==> src/rtl/vm_pkg.sv <==
// Shared types and helpers for the multi-candidate voting machine.
// Optional feature macro used by the top level: VM_TOTAL_VOTES_EN.
package vm_pkg;

  typedef enum logic [1:0] {
    IDLE  = 2'd0,
    OPEN  = 2'd1,
    TALLY = 2'd2,
    DONE  = 2'd3
  } poll_state_t;

  // ceil(log2(n)), but never less than 1 so a candidate index always has a bit
  function automatic int unsigned clog2_min1(input int unsigned n);
    int unsigned r;
    r = 0;
    for (int unsigned i = 0; i < 32; i++) begin
      if ((64'd1 << i) < 64'(n)) r = i + 1;
    end
    return (r == 0) ? 1 : r;
  endfunction

endpackage

==> src/rtl/multi_candidate_voting_machine_if.sv <==
// Vote entry handshake between the ballot front end (master) and the counter (slave).
interface multi_candidate_voting_machine_if #(
  parameter int unsigned SEL_W = 2
);
  logic             vote_valid;
  logic [SEL_W-1:0] vote_sel;
  logic             vote_ready;
  logic             vote_reject;

  modport master (output vote_valid, vote_sel, input vote_ready, vote_reject);
  modport slave  (input vote_valid, vote_sel, output vote_ready, vote_reject);
endinterface

==> src/rtl/vm_tally_scan.sv <==
// Sequential max/tie scanner: walks one candidate per cycle after start.
// done is high during the cycle the last candidate is examined, so the
// final winner/tie are registered on the same edge the caller sees done.
module vm_tally_scan #(
  parameter int unsigned NUM_CAND = 4,
  parameter int unsigned CNT_W    = 8,
  parameter int unsigned SEL_W    = 2
) (
  input  logic                      clk,
  input  logic                      reset,
  input  logic                      start,
  input  logic [NUM_CAND*CNT_W-1:0] counts,
  output logic [SEL_W-1:0]          winner,
  output logic                      tie,
  output logic                      done
);

  logic             busy;
  logic [SEL_W-1:0] idx;
  logic [CNT_W-1:0] max_cnt;
  logic [CNT_W-1:0] cur;

  // Select the counter currently under examination
  always_comb begin
    cur = '0;
    for (int unsigned i = 0; i < NUM_CAND; i++) begin
      if (idx == SEL_W'(i)) cur = counts[i*CNT_W +: CNT_W];
    end
  end

  assign done = busy && (idx == SEL_W'(NUM_CAND - 1));

  // Scan state: strict-greater updates keep the lowest index on equal counts;
  // a later strict max clears any tie seen against an earlier, smaller max
  always_ff @(posedge clk) begin
    if (reset) begin
      busy    <= 1'b0;
      idx     <= '0;
      max_cnt <= '0;
      winner  <= '0;
      tie     <= 1'b0;
    end else if (start) begin
      busy <= 1'b1;
      idx  <= '0;
    end else if (busy) begin
      if (idx == '0) begin
        max_cnt <= cur;
        winner  <= '0;
        tie     <= 1'b0;
      end else if (cur > max_cnt) begin
        max_cnt <= cur;
        winner  <= idx;
        tie     <= 1'b0;
      end else if (cur == max_cnt) begin
        tie <= 1'b1;
      end
      if (done) busy <= 1'b0;
      else      idx  <= idx + 1'b1;
    end
  end

endmodule

==> src/rtl/multi_candidate_voting_machine.sv <==
// Multi-candidate vote counter with poll life-cycle FSM and saturating counters.
// Optional: define VM_TOTAL_VOTES_EN to add the total_votes output.
// The vote interface instance must be built with SEL_W = clog2_min1(NUM_CAND).
module multi_candidate_voting_machine
  import vm_pkg::*;
#(
  parameter int unsigned NUM_CAND = 4,
  parameter int unsigned CNT_W    = 8
) (
  input  logic                                  clk,
  input  logic                                  reset,
  input  logic                                  open_poll,
  input  logic                                  close_poll,
  multi_candidate_voting_machine_if.slave       vote,
  output logic [NUM_CAND*CNT_W-1:0]             counts,
  output logic [1:0]                            poll_state,
  output logic [clog2_min1(NUM_CAND)-1:0]       winner,
  output logic                                  winner_valid,
  output logic                                  tie
`ifdef VM_TOTAL_VOTES_EN
  ,
  output logic [CNT_W+clog2_min1(NUM_CAND)-1:0] total_votes
`endif
);

  localparam int unsigned SEL_W = clog2_min1(NUM_CAND);

  poll_state_t      state;
  logic [CNT_W-1:0] cnt [NUM_CAND];
  logic             in_range;
  logic             accept;
  logic             reject;
  logic             scan_start;
  logic             scan_done;

  assign in_range        = 32'(vote.vote_sel) < NUM_CAND;
  assign accept          = vote.vote_valid && (state == OPEN) && in_range;
  assign vote.vote_ready = (state == OPEN);
  assign vote.vote_reject = reject;
  assign poll_state      = state;
  assign scan_start      = (state == OPEN) && close_poll;

  // Flatten the counter array onto the counts bus
  always_comb begin
    counts = '0;
    for (int unsigned i = 0; i < NUM_CAND; i++) begin
      counts[i*CNT_W +: CNT_W] = cnt[i];
    end
  end

  // Poll FSM, vote counters and registered status outputs
  always_ff @(posedge clk) begin
    if (reset) begin
      state        <= IDLE;
      winner_valid <= 1'b0;
      reject       <= 1'b0;
      for (int unsigned i = 0; i < NUM_CAND; i++) cnt[i] <= '0;
`ifdef VM_TOTAL_VOTES_EN
      total_votes  <= '0;
`endif
    end else begin
      reject <= vote.vote_valid && !((state == OPEN) && in_range);
      unique case (state)
        IDLE: begin
          if (open_poll) begin
            for (int unsigned i = 0; i < NUM_CAND; i++) cnt[i] <= '0;
`ifdef VM_TOTAL_VOTES_EN
            total_votes <= '0;
`endif
            state <= OPEN;
          end
        end
        OPEN: begin
          if (accept) begin
            if (cnt[vote.vote_sel] != '1) cnt[vote.vote_sel] <= cnt[vote.vote_sel] + 1'b1;
`ifdef VM_TOTAL_VOTES_EN
            if (total_votes != '1) total_votes <= total_votes + 1'b1;
`endif
          end
          if (close_poll) state <= TALLY;
        end
        TALLY: begin
          if (scan_done) begin
            state        <= DONE;
            winner_valid <= 1'b1;
          end
        end
        DONE: begin
          if (open_poll) begin
            for (int unsigned i = 0; i < NUM_CAND; i++) cnt[i] <= '0;
`ifdef VM_TOTAL_VOTES_EN
            total_votes <= '0;
`endif
            winner_valid <= 1'b0;
            state        <= OPEN;
          end
        end
        default: state <= IDLE;
      endcase
    end
  end

  vm_tally_scan #(
    .NUM_CAND (NUM_CAND),
    .CNT_W    (CNT_W),
    .SEL_W    (SEL_W)
  ) u_scan (
    .clk    (clk),
    .reset  (reset),
    .start  (scan_start),
    .counts (counts),
    .winner (winner),
    .tie    (tie),
    .done   (scan_done)
  );

endmodule

==> src/flat_wrapper.sv <==
// flat-port wrapper written by rule: the top's interface ports become plain ports
module multi_candidate_voting_machine_flat import vm_pkg::*;
#(
  parameter int unsigned NUM_CAND = 4,
  parameter int unsigned CNT_W    = 8
)
  (clk, reset, open_poll, close_poll, counts, poll_state, winner, winner_valid, tie, vote_vote_valid, vote_vote_sel, vote_vote_ready, vote_vote_reject);
  multi_candidate_voting_machine_if #(.SEL_W((3))) vote_i ();
  input  logic clk;
  input  logic reset;
  input  logic open_poll;
  input  logic close_poll;
  output logic [NUM_CAND*CNT_W-1:0] counts;
  output logic [1:0] poll_state;
  output logic [clog2_min1(NUM_CAND)-1:0] winner;
  output logic winner_valid;
  output logic tie;
  input wire logic [$bits(vote_i.vote_valid)-1:0] vote_vote_valid;
  input wire logic [$bits(vote_i.vote_sel)-1:0] vote_vote_sel;
  output wire logic [$bits(vote_i.vote_ready)-1:0] vote_vote_ready;
  output wire logic [$bits(vote_i.vote_reject)-1:0] vote_vote_reject;
  assign vote_i.vote_valid = vote_vote_valid;
  assign vote_i.vote_sel = vote_vote_sel;
  assign vote_vote_ready = vote_i.vote_ready;
  assign vote_vote_reject = vote_i.vote_reject;
  multi_candidate_voting_machine #(.NUM_CAND(NUM_CAND), .CNT_W(CNT_W)) u_core (.clk(clk), .reset(reset), .open_poll(open_poll), .close_poll(close_poll), .vote(vote_i), .counts(counts), .poll_state(poll_state), .winner(winner), .winner_valid(winner_valid), .tie(tie));
endmodule
==> config.mk <==
export PLATFORM = sky130hd
export DESIGN_NAME = multi_candidate_voting_machine_flat
export DESIGN_NICKNAME = d
export VERILOG_FILES = /design/src/rtl/vm_pkg.sv /design/src/rtl/multi_candidate_voting_machine_if.sv /design/src/rtl/vm_tally_scan.sv /design/src/rtl/multi_candidate_voting_machine.sv /design/src/flat_wrapper.sv
export SDC_FILE = /design/constraint.sdc
export NUM_CORES = 1
export LEC_CHECK = 0
export ABC_AREA = 1
export BUFFER_PORTS_ARGS = -buffer_cell sky130_fd_sc_hd__buf_2
export CAP_MARGIN = 20
export CORE_UTILIZATION = 30
export CTS_CLUSTER_DIAMETER = 80
export DETAILED_ROUTE_END_ITERATION = 12
export SLEW_MARGIN = 5
export SYNTH_ARGS = -nofsm -noshare
export SYNTH_HDL_FRONTEND = slang
export SYNTH_SLANG_ARGS = --single-unit
==> constraint.sdc <==
create_clock -name clk -period 3.7 [get_ports clk]
set_input_delay 0.37 -clock clk [delete_from_list [all_inputs] [get_ports clk]]
set_output_delay 0.37 -clock clk [all_outputs]
set_load 0.1 [all_outputs]
### Word-level counts from Yosys, hierarchy flattened

Memories as Yosys holds them, arrays and structs flattened.
Cells that the tools add are included.
Widths: inputs -> output; s select.

* add/sub/neg operators: 2
* multipliers: 0
* div/mod/pow operators: 0
* magnitude comparators: 2
* equal/unequal tests: 12
* shift operators: 0
* multiplexer cells: 46
* bitwise logic cells: 10
* reductions and logical operators: 20

Operators by type and width (number)
* $mux 8: 15
* $mux 1: 23
* $mux 2: 6
* $reduce_and 3->1: 4
* $add 8x1->8 const B: 1
* $eq 2x2->1 const B: 4
* $eq 8x8->1: 1
* $gt 8x8->1: 1
* $ne 8x8->1 const B: 1
* $or 1x1->1: 8
* $reduce_or 8->1: 1
* $logic_and 1x1->1: 6
* $pmux 2 s3: 1
* $eq 2x1->1 const B: 2
* $logic_not 2->1: 2
* $ne 2x1->1 const B: 2
* $ne 2x2->1 const B: 2
* $reduce_bool 2->1: 2
* $reduce_or 2->1: 2
* $lt 3x3->1 const B: 1
* $reduce_bool 3->1: 1
* $add 2x1->2 const B: 1
* $not 1->1: 2
* $pmux 1 s2: 1
* other kinds (2): 2

* register bits: 18
* latch bits: 0
* bits in writable memories: 32
* bits in read-only memories: 0
* bits of input ports: 8
* output and inout bits: 40
* memories: 1

Memory list
* u_core.cnt: depth 4, width 8, rd ports 5, clocked after memory_dff 0, wr ports 4, line multi_candidate_voting_machine.sv:29 `logic [CNT_W-1:0] cnt [NUM_CAND];`

### Depth between registers and ports, before layout

Gate-level depths: netlist of the first run.

* depth after elaboration: 9
* depth in mapped cells: 24
* depth with buffers taken out: 23

### Hierarchy

From an unflattened synthesis of the first run, not the netlist that was laid out.

* cells, all modules: 417
* area total of the unflattened synthesis: 3289.4 sq um

By module, submodules not included
* multi_candidate_voting_machine: times used 1, cells an instance 238, area each 2103.3 sq um, seq. area each 1041.0 sq um
* vm_tally_scan: times used 1, cells an instance 179, area each 1186.1 sq um, seq. area each 280.3 sq um

### Worst setup path after synthesis of the first run

OpenSTA, ideal clock, no wires.

* path kind: reg-to-reg
* from: register u_core.state[0] (netlist: u_core.poll_state[0])
* to: memory u_core.cnt[3][0], enable pin
* arrival: 3.183 ns
* data required time: 3.371 ns
* setup slack: 0.188 ns
* cell stages (with the launch flop): 6
* cells stage by stage: dfxtp_1 > ha_1 > inv_1 > nor3_2 > nand3_2 > nand2_1

RTL lines
* start, declared: line multi_candidate_voting_machine.sv:28 `poll_state_t state;`
* start signal, assigned: line multi_candidate_voting_machine.sv:54 `state <= IDLE;`
* start signal, assigned: line multi_candidate_voting_machine.sv:70 `state <= OPEN;`
* start signal, assigned: line multi_candidate_voting_machine.sv:80 `if (close_poll) state <= TALLY;`
* end, declared: line multi_candidate_voting_machine.sv:29

### Worst setup path in the final report of the first run

* from: register u_core.u_scan.idx[0]
* to: register u_core.u_scan.max_cnt[7]

* cells in the longest elaborated chain, start to end: 8
* elaborated cells between the ends (all ways): 13
* those cells by class: order compare: 1; eq/ne: 3; mux: 6; reduce/logical: 3

Ends and longest elaborated chain
* start, declared: line vm_tally_scan.sv:19 `logic [SEL_W-1:0] idx;`
* start signal, assigned: line vm_tally_scan.sv:58 `else idx <= idx + 1'b1;`
* $logic_not 2->1: line vm_tally_scan.sv:27 `if (idx == SEL_W'(i)) cur = counts[i*CNT_W +: CNT_W];`
* $mux 8 (3 in a row): line vm_tally_scan.sv:27
* $mux 8 *: line vm_tally_scan.sv:27
* net u_core.u_scan.cur[7]: line vm_tally_scan.sv:21 `logic [CNT_W-1:0] cur;`
* $gt 8x8->1: line vm_tally_scan.sv:50 `end else if (cur > max_cnt) begin`
* $reduce_bool 2->1 (no source line)
* $reduce_and 3->1 (no source line)
* end signal, assigned: line vm_tally_scan.sv:47 `max_cnt <= cur;`
* end signal, assigned: line vm_tally_scan.sv:51 `max_cnt <= cur;`
* end, declared: line vm_tally_scan.sv:20 `logic [CNT_W-1:0] max_cnt;`

The timed path passes the listed nets; every way through them passes the cells marked *. The select of a mux whose other input is x is not followed.
A chain may end at the register's enable or synchronous reset.

==> results of run 1 <==
metal layers:
layer  vias to the layer above  wire length (um)  part of all wire (%)  GRT usage [%]
met4                         0               149                   1.8           5.03
li1                       1407                 -                     -              -
met2                        72              3990                    47           26.7
met5                         -                 0                     0              0
met3                        10               344                   4.1           2.93
met1                      1281              3960                    47           20.9
sequential cells by signal (all words and copies together), names as in the netlist:
name / count
u_core.poll_state: 2
u_core.cnt: 32
u_core.u_scan.winner: 2
u_core.u_scan.tie: 1
u_core.winner_valid: 1
u_core.u_scan.idx: 2
u_core.u_scan.max_cnt: 8
u_core.u_scan.busy: 1
u_core.vote.vote_reject: 1
how the worst max path moves through the flow:
| stage | end | slack (ns) | cells after the start |
|---|---|---|---|
| finish | u_core.u_scan.max_cnt[7] | 0.46 | 17 |
| global route | u_core.u_scan.max_cnt[3] | 0.10 | 18 |
| CTS | u_core.u_scan.max_cnt[7] | 0.50 | 17 |
| detailed placement | u_core.u_scan.max_cnt[7] | 0.52 | 17 |
| global placement | u_core.u_scan.max_cnt[7] | 0.58 | 17 |
| floorplan | u_core.cnt[3][0] | 0.19 | 5 |
final cells by class:
class / instances / area (sq um) / share of cell area [%]
multi-input combinational: 288 / 1510 / 42.1
clock inverter: 3 / 20.0 / 0.559
clock buffer: 5 / 68.8 / 1.92
timing repair buffer: 47 / 235 / 6.57
sequential: 50 / 1320 / 36.9
inverter: 68 / 258 / 7.20
tap: 136 / 170 / 4.75
kinds of logic (layout without fill, tap and decap cells):
group | count (synthesis) | in the layout | share of synthesized area (%)
fa+ha+maj | 18 | 18 | 7.11
flops | 50 | 50 | 41.7
compound gates | 52 | 52 | 9.29
buf+inv | 79 | 123 | 10.7
simple gates | 218 | 218 | 31.2
stage by stage:
stage | total power, mW | util, %
finish | 2.60 | 34.8
global route | 2.78 | 34.8
CTS | 2.62 | 34.8
detailed placement | 2.29 | 34.0
global placement | 2.27 | 34.0
floorplan | 2.01 | -
cell usage after synthesis (3+ instances only):
cell type	instances
a21boi_0	7
a21oi_1	20
buf_6	5
clkbuf_1	3
dfxtp_1	18
edfxtp_1	32
ha_1	18
inv_1	62
inv_2	5
nand2_1	88
nand2_2	5
nand3_1	21
nand3_2	4
nor2_1	87
o21ai_0	12
o21ai_1	6
power breakdown:
part | total [mW] | leakage (nW) | internal, mW | switching (mW)
clock | 0.331 | 0.0422 | 0.134 | 0.197
combinational | 1.46 | 1.18 | 0.293 | 1.17
sequential | 0.814 | 0.492 | 0.723 | 0.0913
==> run_results.csv, run 1 <==
group,metric,value,unit
global_route,grt-ovfl-total,0,
die,ioPinCount,48,
critical_path,timing.critical_path.to_type,"flip-flop",
detailed_routing,vias_per_cell,4.64,
clocking,postCtsResizedCells,0,
clocking,cts-root-buf,"clkbuf_8",
hold_path,min_path_cells,2,
die,dieArea,11000,sq um
critical_path,cpMostUsedCell,"nor2_1",
critical_path,crit_chain,"inv_1 -> ha_1 -> inv_1 -> nor2_1 -> nor2_1 -> a21boi_0 -> inv_1 -> ha_1 -> nand2_1 -> nor2_1 -> nand4_1 -> nand2_1 -> nand2_1 -> nand2_1 -> inv_2 -> nor2_1 -> nor2_1",
placed_design,dp_cells,589,
sta,holdWs,0.320,ns
detailed_routing,ant_nets,0,
synthesis,synth_nets,443,
critical_path,path_delay_family,"simple AND/OR/NAND/NOR gates",
clocking,cts_setup_buffers,0,
synthesis,yosys.area.top_type_share,30.3,%
final_layout,layout_common_cells,"88 x nand2_1, 87 x nor2_1, 62 x inv_1",
global_route,grt_pass1_wl,13600,um
placed_design,hpwl,6780,um
synthesis,yosys-top-cells-area,"edfxtp_1 30%, dfxtp_1 11%, nand2_1 10%",
power,leakage,1.72,nW
critical_path,cp_max_fo,13,
clocking,clock-sinks,50,
synthesis,synth_edf_count,32,
critical_path,reg2reg_from,"u_core.u_scan.idx[0]",
hold_path,hp-class,"input pin to flip-flop",
power,ir_drop,0.320,mV
run,maxCapViolations,0,
global_route,antenna_found_initial,0,
die,die-width,105,um
final_layout,drive_gt1_share,16.5,%
synthesis,syn-cell-area,3170,sq um
clocking,postCtsHoldBufs,0,
clocking,htreeDepth,2,
sta,fin_setup_tns,0,ns
placed_design,pre_cts_slack,0.520,ns
die,die_h,105,um
detailed_routing,drc,0,
critical_path,r2r_setup_slack,0.46,ns
final_layout,fin_nets,486,
sta,fin_worst_skew,0.0128,ns
critical_path,reg2reg_depth,17,
placed_design,gp_congestion,0.913,
sta,worst_pin_slew,0.723,ns
sta,min_period,3.24,ns
synthesis,ys_types,34,
synthesis,ys_seq_area_share,41.7,%
critical_path,crit_slowest_cell,"ha_1",
global_route,grt_max_degree,27,
hold_path,hp-start,"reset",
critical_path,arrival,3.46,ns
die,fp.coreArea,10300,sq um
clocking,cts_buffers,5,
critical_path,rr_endpoint,"u_core.u_scan.max_cnt[7]",
sta,timing.final.crit_share,87.7,%
die,num_rows,37,
critical_path,critPathKind,"flip-flop to flip-flop",
sta,fmax,308,MHz
sta,setup_viol,0,
die,initial_core_util,30.8,%
run_status,run_status,"complete, no violations",
clocking,clk_pin_slew,0.10,ns
sta,finalMaxSlewViolations,0,
sta,rsz0062_at_grt,"false",
global_route,grt_pass1_vias,2641,
critical_path,critical_path_buf_inv_count,4,
final_layout,n_antenna_cell,0,
detailed_routing,drt-initial-drc-count,201,
final_layout,mostFrequentLayoutCell,"nand2_1",
synthesis,synth_area_leader_cell,"edfxtp_1",
detailed_routing,drt-pass1-iter-count,5,
synthesis,syn-instance-count,417,
synthesis,yosys_warnings,0,
detailed_routing,via_count,2770,
synthesis,async_flop_share,0,%
final_layout,instances_no_fill,597,
final_layout,fin_area,3580,sq um
detailed_routing,wl_per_cell,14.1,um
placed_design,io_buffers,47,
synthesis,synth.avg_cell_area,7.59,sq um
critical_path,crit_path_start_kind,"flip-flop",
clocking,clockBufferDepth,2,
synthesis,ys_seq_elements,50,
placed_design,place_area,3490,sq um
critical_path,cp_data_required_time,3.91,ns
synthesis,ys.flop_type,"edfxtp_1",
power,power_density,728,nW/um^2
critical_path,startpoint,"u_core.u_scan.idx[0]",
critical_path,slowest_delay,0.45,ns
hold_path,whs_endpoint,"u_core.poll_state[1]",
clocking,clk_latency,0.32,ns
sta,worst_slack,0.456,ns
global_route,grt_usage,16.0,%
final_layout,num-fill-cells,1109,
detailed_routing,wirelength,8440,um
final_layout,syn_to_final_growth,13.0,%
sta,hold_viol_final,0,
clocking,cts_tree,"done",
sta,slew_headroom,51.5,%
Note: power is estimated with default switching activity, not from simulation.
==> run 2: changes to the inputs <==
--- a/config.mk
+++ b/config.mk
@@ -8,10 +8,11 @@
 export ABC_AREA = 1
 export BUFFER_PORTS_ARGS = -buffer_cell sky130_fd_sc_hd__buf_2
 export CAP_MARGIN = 20
-export CORE_UTILIZATION = 30
+export CORE_UTILIZATION = 45
 export CTS_CLUSTER_DIAMETER = 80
 export DETAILED_ROUTE_END_ITERATION = 12
-export SLEW_MARGIN = 5
+export PLACE_DENSITY = 0.65
+export SLEW_MARGIN = 25
 export SYNTH_ARGS = -nofsm -noshare
 export SYNTH_HDL_FRONTEND = slang
 export SYNTH_SLANG_ARGS = --single-unit
==> run 2 against run 1 <==
Via count is 0.58% higher. Non-clock buffer count stayed put. Power increased by 2.2%. Worst hold slack worse by 0.014 ns. Largest cell class unchanged. Worst setup slack improved by 0.021 ns. Clock-buffer cell count increased by 1. Critical endpoint is now u_core.u_scan.max_cnt[2].
==> run_results.csv, run 2 (synthesis results as in run 1) <==
group,metric,value,unit
detailed_routing,drc,0,
power,power_density,750,nW/um^2
power,pwr-share-clk,14.7,%
final_layout,drive_gt1_share,16.5,%
critical_path,crit_path_start_kind,"flip-flop",
critical_path,cpMostUsedCell,"nor2_1",
sta,rsz0062_at_grt,"false",
global_route,grt_usage,22.4,%
die,ioPinCount,48,
die,die-width,85.9,um
final_layout,mostFrequentLayoutCell,"nand2_1",
final_layout,top_regs,"u_core.cnt: 32 flops, u_core.u_scan.max_cnt: 8 flops",
critical_path,cp_max_fo,13,
sta,finalMaxSlewViolations,0,
critical_path,cp_data_required_time,3.89,ns
detailed_routing,drt-pass1-iter-count,4,
clocking,clk_pin_slew,0.10,ns
critical_path,critical_path_buf_inv_count,4,
clocking,postCtsResizedCells,0,
detailed_routing,drt-initial-drc-count,135,
clocking,clock-sinks,50,
sta,setup_viol,0,
critical_path,critPathKind,"flip-flop to flip-flop",
sta,hold_viol_final,0,
critical_path,timing.critical_path.to_type,"flip-flop",
sta,fmax,310,MHz
clocking,clk_latency,0.30,ns
sta,holdWs,0.306,ns
die,dieArea,7380,sq um
run_status,run_status,"complete, no violations",
global_route,grt_pass1_wl,12700,um
sta,fin_worst_skew,0.0159,ns
global_route,antenna_found_initial,0,
global_route,grt-ovfl-total,0,
die,initial_core_util,46.6,%
power,p_seq_share,30.7,%
final_layout,layout_common_cells,"88 x nand2_1, 87 x nor2_1, 62 x inv_1",
detailed_routing,wl_per_cell,14.3,um
detailed_routing,ant_nets,0,
power,combPwrFrac,54.6,%
placed_design,io_buffers,47,
sta,worst_pin_slew,0.742,ns
hold_path,hp-class,"input pin to flip-flop",
power,ir_drop,0.326,mV
power,leakage,1.73,nW
final_layout,num-fill-cells,689,
final_layout,syn_to_final_growth,12.1,%
clocking,clockBufferDepth,2,
final_layout,n_antenna_cell,0,
clocking,cts_tree,"done",
clocking,cts-root-buf,"clkbuf_8",
critical_path,slowest_delay,0.44,ns
critical_path,crit_chain,"inv_1 -> ha_1 -> inv_1 -> nor2_1 -> nor2_1 -> a21boi_0 -> inv_1 -> ha_1 -> nand2_1 -> nor2_1 -> nand4_1 -> nand2_1 -> nand2_1 -> nand2_1 -> inv_2 -> nor2_1 -> nor2_1",
final_layout,fin_nets,486,
sta,min_period,3.22,ns
sta,timing.final.crit_share,87.1,%
clocking,htreeDepth,2,
clocking,cts_buffers,5,
sta,fin_setup_tns,0,ns
die,die_h,85.9,um
power,p_switching,1.44,mW
critical_path,reg2reg_from,"u_core.u_scan.idx[0]",
detailed_routing,via_count,2786,
critical_path,path_delay_family,"simple AND/OR/NAND/NOR gates",
hold_path,hp-start,"vote_vote_sel[2]",
critical_path,startpoint,"u_core.u_scan.idx[0]",
detailed_routing,vias_per_cell,5.00,
critical_path,arrival,3.41,ns
placed_design,hpwl,6270,um
run,maxCapViolations,0,
clocking,postCtsHoldBufs,0,
power,power.total,2.66,mW
final_layout,regMostFlops,"u_core.cnt",
die,num_rows,30,
die,fp.coreArea,6790,sq um
detailed_routing,wirelength,7940,um
final_layout,largest_register_ffs,32,
sta,slew_headroom,50.3,%
power,switching_share,54.2,%
critical_path,crit_slowest_cell,"ha_1",
global_route,grt_pass1_vias,2592,
clocking,cts_setup_buffers,0,
global_route,grt_max_degree,27,
placed_design,gp_congestion,0.918,
power,p_int,1.22,mW
## run 2: worst paths after layout
kind	end	cells after the start	slack, ns
max	u_core.u_scan.max_cnt[2]	17	0.48
min	u_core.vote.vote_reject	3	0.31
max reg2reg	u_core.u_scan.max_cnt[2]	17	0.48
min reg2reg	u_core.winner_valid	2	0.48
## run 2: through the flow
step,cells,area (sq um),utilization [%],worst slack [ns]
5_1_grt,557,3550,52.2,0.0894
2_1_floorplan,417,3170,-,0.188
3_3_place_gp,549,3440,50.6,0.655
4_1_cts,557,3550,52.2,0.455
3_5_place_dp,549,3440,50.6,0.494
6_report,557,3550,52.2,0.476
## run 2: area by class of cell
type                            instances  area [sq um]  share of cell area (%)
Multi-Input combinational cell        288          1510                    42.4
Sequential cell                        50          1320                    37.2
Inverter                               68           258                    7.26
Timing Repair Buffer                   47           235                    6.63
Tap cell                               96           120                    3.38
Clock buffer                            6          72.6                    2.04
Clock inverter                          2          36.3                    1.02
## run 2: power groups by stage
| stage | logic [mW] | clock network, mW | registers (mW) |
|---|---|---|---|
| floorplan | 0.614 | 0 | 1.40 |
| global placement | 1.43 | 0 | 0.830 |
| detailed placement | 1.45 | 0 | 0.830 |
| CTS | 1.46 | 0.401 | 0.817 |
| global route | 1.58 | 0.417 | 0.833 |
| finish | 1.45 | 0.391 | 0.818 |
## run 2: metal layers
layer | global-route usage (%) | up-vias | part of all wire, %
met2 | 36.4 | 72 | 47
li1 | - | 1412 | -
met1 | 31.2 | 1290 | 46
met4 | 5.76 | 0 | 1.7
met5 | 0 | - | 0
met3 | 3.66 | 12 | 5.3
## run 2: worst register-to-register path, delay by kind of cell, from the launching register on
family          cells  cell delay [ns]
simple gates       10             1.20
fa+ha+maj           2             0.74
buf+inv             4             0.50
flops               1             0.34
compound gates      1             0.34
==> run 3: changes to the inputs <==
--- a/config.mk
+++ b/config.mk
@@ -7,11 +7,12 @@
 export LEC_CHECK = 0
 export ABC_AREA = 1
 export BUFFER_PORTS_ARGS = -buffer_cell sky130_fd_sc_hd__buf_2
-export CAP_MARGIN = 20
+export CAP_MARGIN = 5
 export CORE_UTILIZATION = 45
 export CTS_CLUSTER_DIAMETER = 80
 export DETAILED_ROUTE_END_ITERATION = 12
 export PLACE_DENSITY = 0.65
+export RECOVER_POWER = 100
 export SLEW_MARGIN = 25
 export SYNTH_ARGS = -nofsm -noshare
 export SYNTH_HDL_FRONTEND = slang
==> run 3 against run 2 <==
Register-to-register slack got worse by 0.03 ns. Highest routed layer unchanged. Core utilization shrank 1.8 points. Largest cell class unchanged. Non-clock buffer count is the same. Combinational power is essentially flat. Clock skew is essentially flat. Sequential share of layout area rose by 1.3 points. First-iteration DRC count is 9.6% higher. Global-route usage did not move. Final cell count is the same. Power down 1.2%.
==> run_results.csv, run 3 (synthesis results as in run 1) <==
group,metric,value,unit
final_layout,n_antenna_cell,0,
final_layout,num-fill-cells,718,
sta,fin_worst_skew,0.0155,ns
final_layout,syn_to_final_growth,8.30,%
power,power_density,767,nW/um^2
power,switching_share,54.7,%
sta,fin_setup_tns,0,ns
final_layout,regMostFlops,"u_core.cnt",
final_layout,top_regs,"u_core.cnt: 32 flops, u_core.u_scan.max_cnt: 8 flops",
clocking,clockBufferDepth,2,
placed_design,hpwl,6270,um
placed_design,place_area,3440,sq um
power,combPwrFrac,54.0,%
final_layout,largest_register_ffs,32,
critical_path,crit_chain,"inv_1 -> ha_1 -> inv_1 -> nor2_1 -> nor2_1 -> a21boi_0 -> inv_1 -> ha_1 -> nand2_1 -> nor2_1 -> nand4_1 -> nand2_1 -> nand2_1 -> nand2_1 -> inv_2 -> nor2_1 -> nor2_1",
global_route,grt_pass1_vias,2592,
global_route,grt_usage,22.4,%
clocking,cts-root-buf,"clkbuf_8",
placed_design,gp_congestion,0.918,
critical_path,cp_data_required_time,3.89,ns
critical_path,cpMostUsedCell,"nor2_1",
critical_path,arrival,3.44,ns
die,die_h,85.9,um
placed_design,io_buffers,47,
sta,holdWs,0.307,ns
clocking,clock-sinks,50,
hold_path,hp-class,"input pin to flip-flop",
clocking,clk_pin_slew,0.09,ns
critical_path,cp_max_fo,13,
clocking,cts_setup_buffers,0,
die,die-width,85.9,um
power,pwr-share-clk,14.8,%
detailed_routing,wirelength,7990,um
sta,rsz0062_at_grt,"false",
power,leakage,1.56,nW
power,p_int,1.19,mW
detailed_routing,vias_per_cell,4.96,
critical_path,crit_path_start_kind,"flip-flop",
detailed_routing,drt-pass1-iter-count,4,
sta,timing.final.crit_share,87.8,%
detailed_routing,via_count,2765,
detailed_routing,drt-initial-drc-count,148,
sta,worst_slack,0.451,ns
final_layout,fin_nets,486,
run,maxCapViolations,0,
global_route,grt-ovfl-total,0,
sta,hold_viol_final,0,
sta,slew_headroom,21.8,%
global_route,grt_pass1_wl,12700,um
global_route,grt_max_degree,27,
die,initial_core_util,46.6,%
die,fp.coreArea,6790,sq um
power,p_seq_share,31.2,%
final_layout,mostFrequentLayoutCell,"nand2_1",
power,power.total,2.63,mW
final_layout,layout_common_cells,"90 x nand2_1, 88 x nor2_1, 62 x inv_1",
sta,min_period,3.25,ns
placed_design,pre_cts_slack,0.494,ns
sta,setup_viol,0,
clocking,cts_tree,"done",
critical_path,critPathKind,"flip-flop to flip-flop",
clocking,clk_latency,0.30,ns
clocking,htreeDepth,2,
final_layout,drive_gt1_share,6.07,%
critical_path,slowest_delay,0.44,ns
power,ir_drop,0.339,mV
sta,fmax,308,MHz
sta,worst_pin_slew,1.18,ns
run_status,run_status,"complete, no violations",
critical_path,crit_slowest_cell,"ha_1",
die,dieArea,7380,sq um
die,ioPinCount,48,
detailed_routing,ant_nets,0,
clocking,postCtsResizedCells,0,
power,p_switching,1.44,mW
detailed_routing,wl_per_cell,14.4,um
final_layout,fin_area,3430,sq um
clocking,postCtsHoldBufs,0,
global_route,antenna_found_initial,0,
sta,finalMaxSlewViolations,0,
critical_path,timing.critical_path.to_type,"flip-flop",
detailed_routing,drc,0,
die,num_rows,30,
clocking,cts_buffers,5,
-- run 3: path summary, 6_finish.rpt --
path                                      startpoint                  endpoint  slack [ns]  cells after the start
worst max-delay path            u_core.u_scan.idx[0]  u_core.u_scan.max_cnt[2]        0.45                     17
worst min-delay path                vote_vote_sel[2]   u_core.vote.vote_reject        0.31                      3
worst max register to register  u_core.u_scan.idx[0]  u_core.u_scan.max_cnt[2]        0.45                     17
worst min register to register   u_core.winner_valid       u_core.winner_valid        0.48                      2
-- run 3: area by class of cell --
type / count / area [sq um] / area share [%]
inverters: 68 / 258 / 7.52
flip-flops and latches: 50 / 1320 / 38.5
clock inverters: 2 / 36.3 / 1.06
multi-input cells: 288 / 1440 / 41.9
well taps: 96 / 120 / 3.50
repair buffers: 47 / 184 / 5.36
clock buffers: 6 / 72.6 / 2.12
-- run 3: per-layer routing --
layer / track usage (%) / vias to the layer above / share of wire, % / wire [um]
li1: - / 1411 / - / -
met1: 31.2 / 1266 / 45 / 3640
met2: 36.4 / 76 / 46 / 3710
met3: 3.66 / 12 / 6.4 / 514
met4: 5.76 / 0 / 1.7 / 138
met5: 0 / - / 0 / 0
-- run 3: worst max-delay path, delay by kind of cell (launching register included) --
family	cells	cell delay [ns]
DFF	1	0.34
buffers and inverters	4	0.50
adders and majority gates	2	0.74
AOI/OAI and AO/OA	1	0.37
and+or+nand+nor	10	1.21
-- run 3: power by group through the flow --
stage | registers, mW | clock network, mW | logic [mW]
6_report | 0.821 | 0.390 | 1.42
5_1_grt | 0.835 | 0.417 | 1.55
4_1_cts | 0.817 | 0.401 | 1.46
3_5_place_dp | 0.830 | 0 | 1.45
3_3_place_gp | 0.830 | 0 | 1.43
2_1_floorplan | 1.40 | 0 | 0.614
-- run 3: stage by stage --
stage / std cells / util, %
CTS: 557 / 52.2
floorplan: 417 / -
finish: 557 / 50.5
global placement: 549 / 50.6
global route: 557 / 50.5
detailed placement: 549 / 50.6
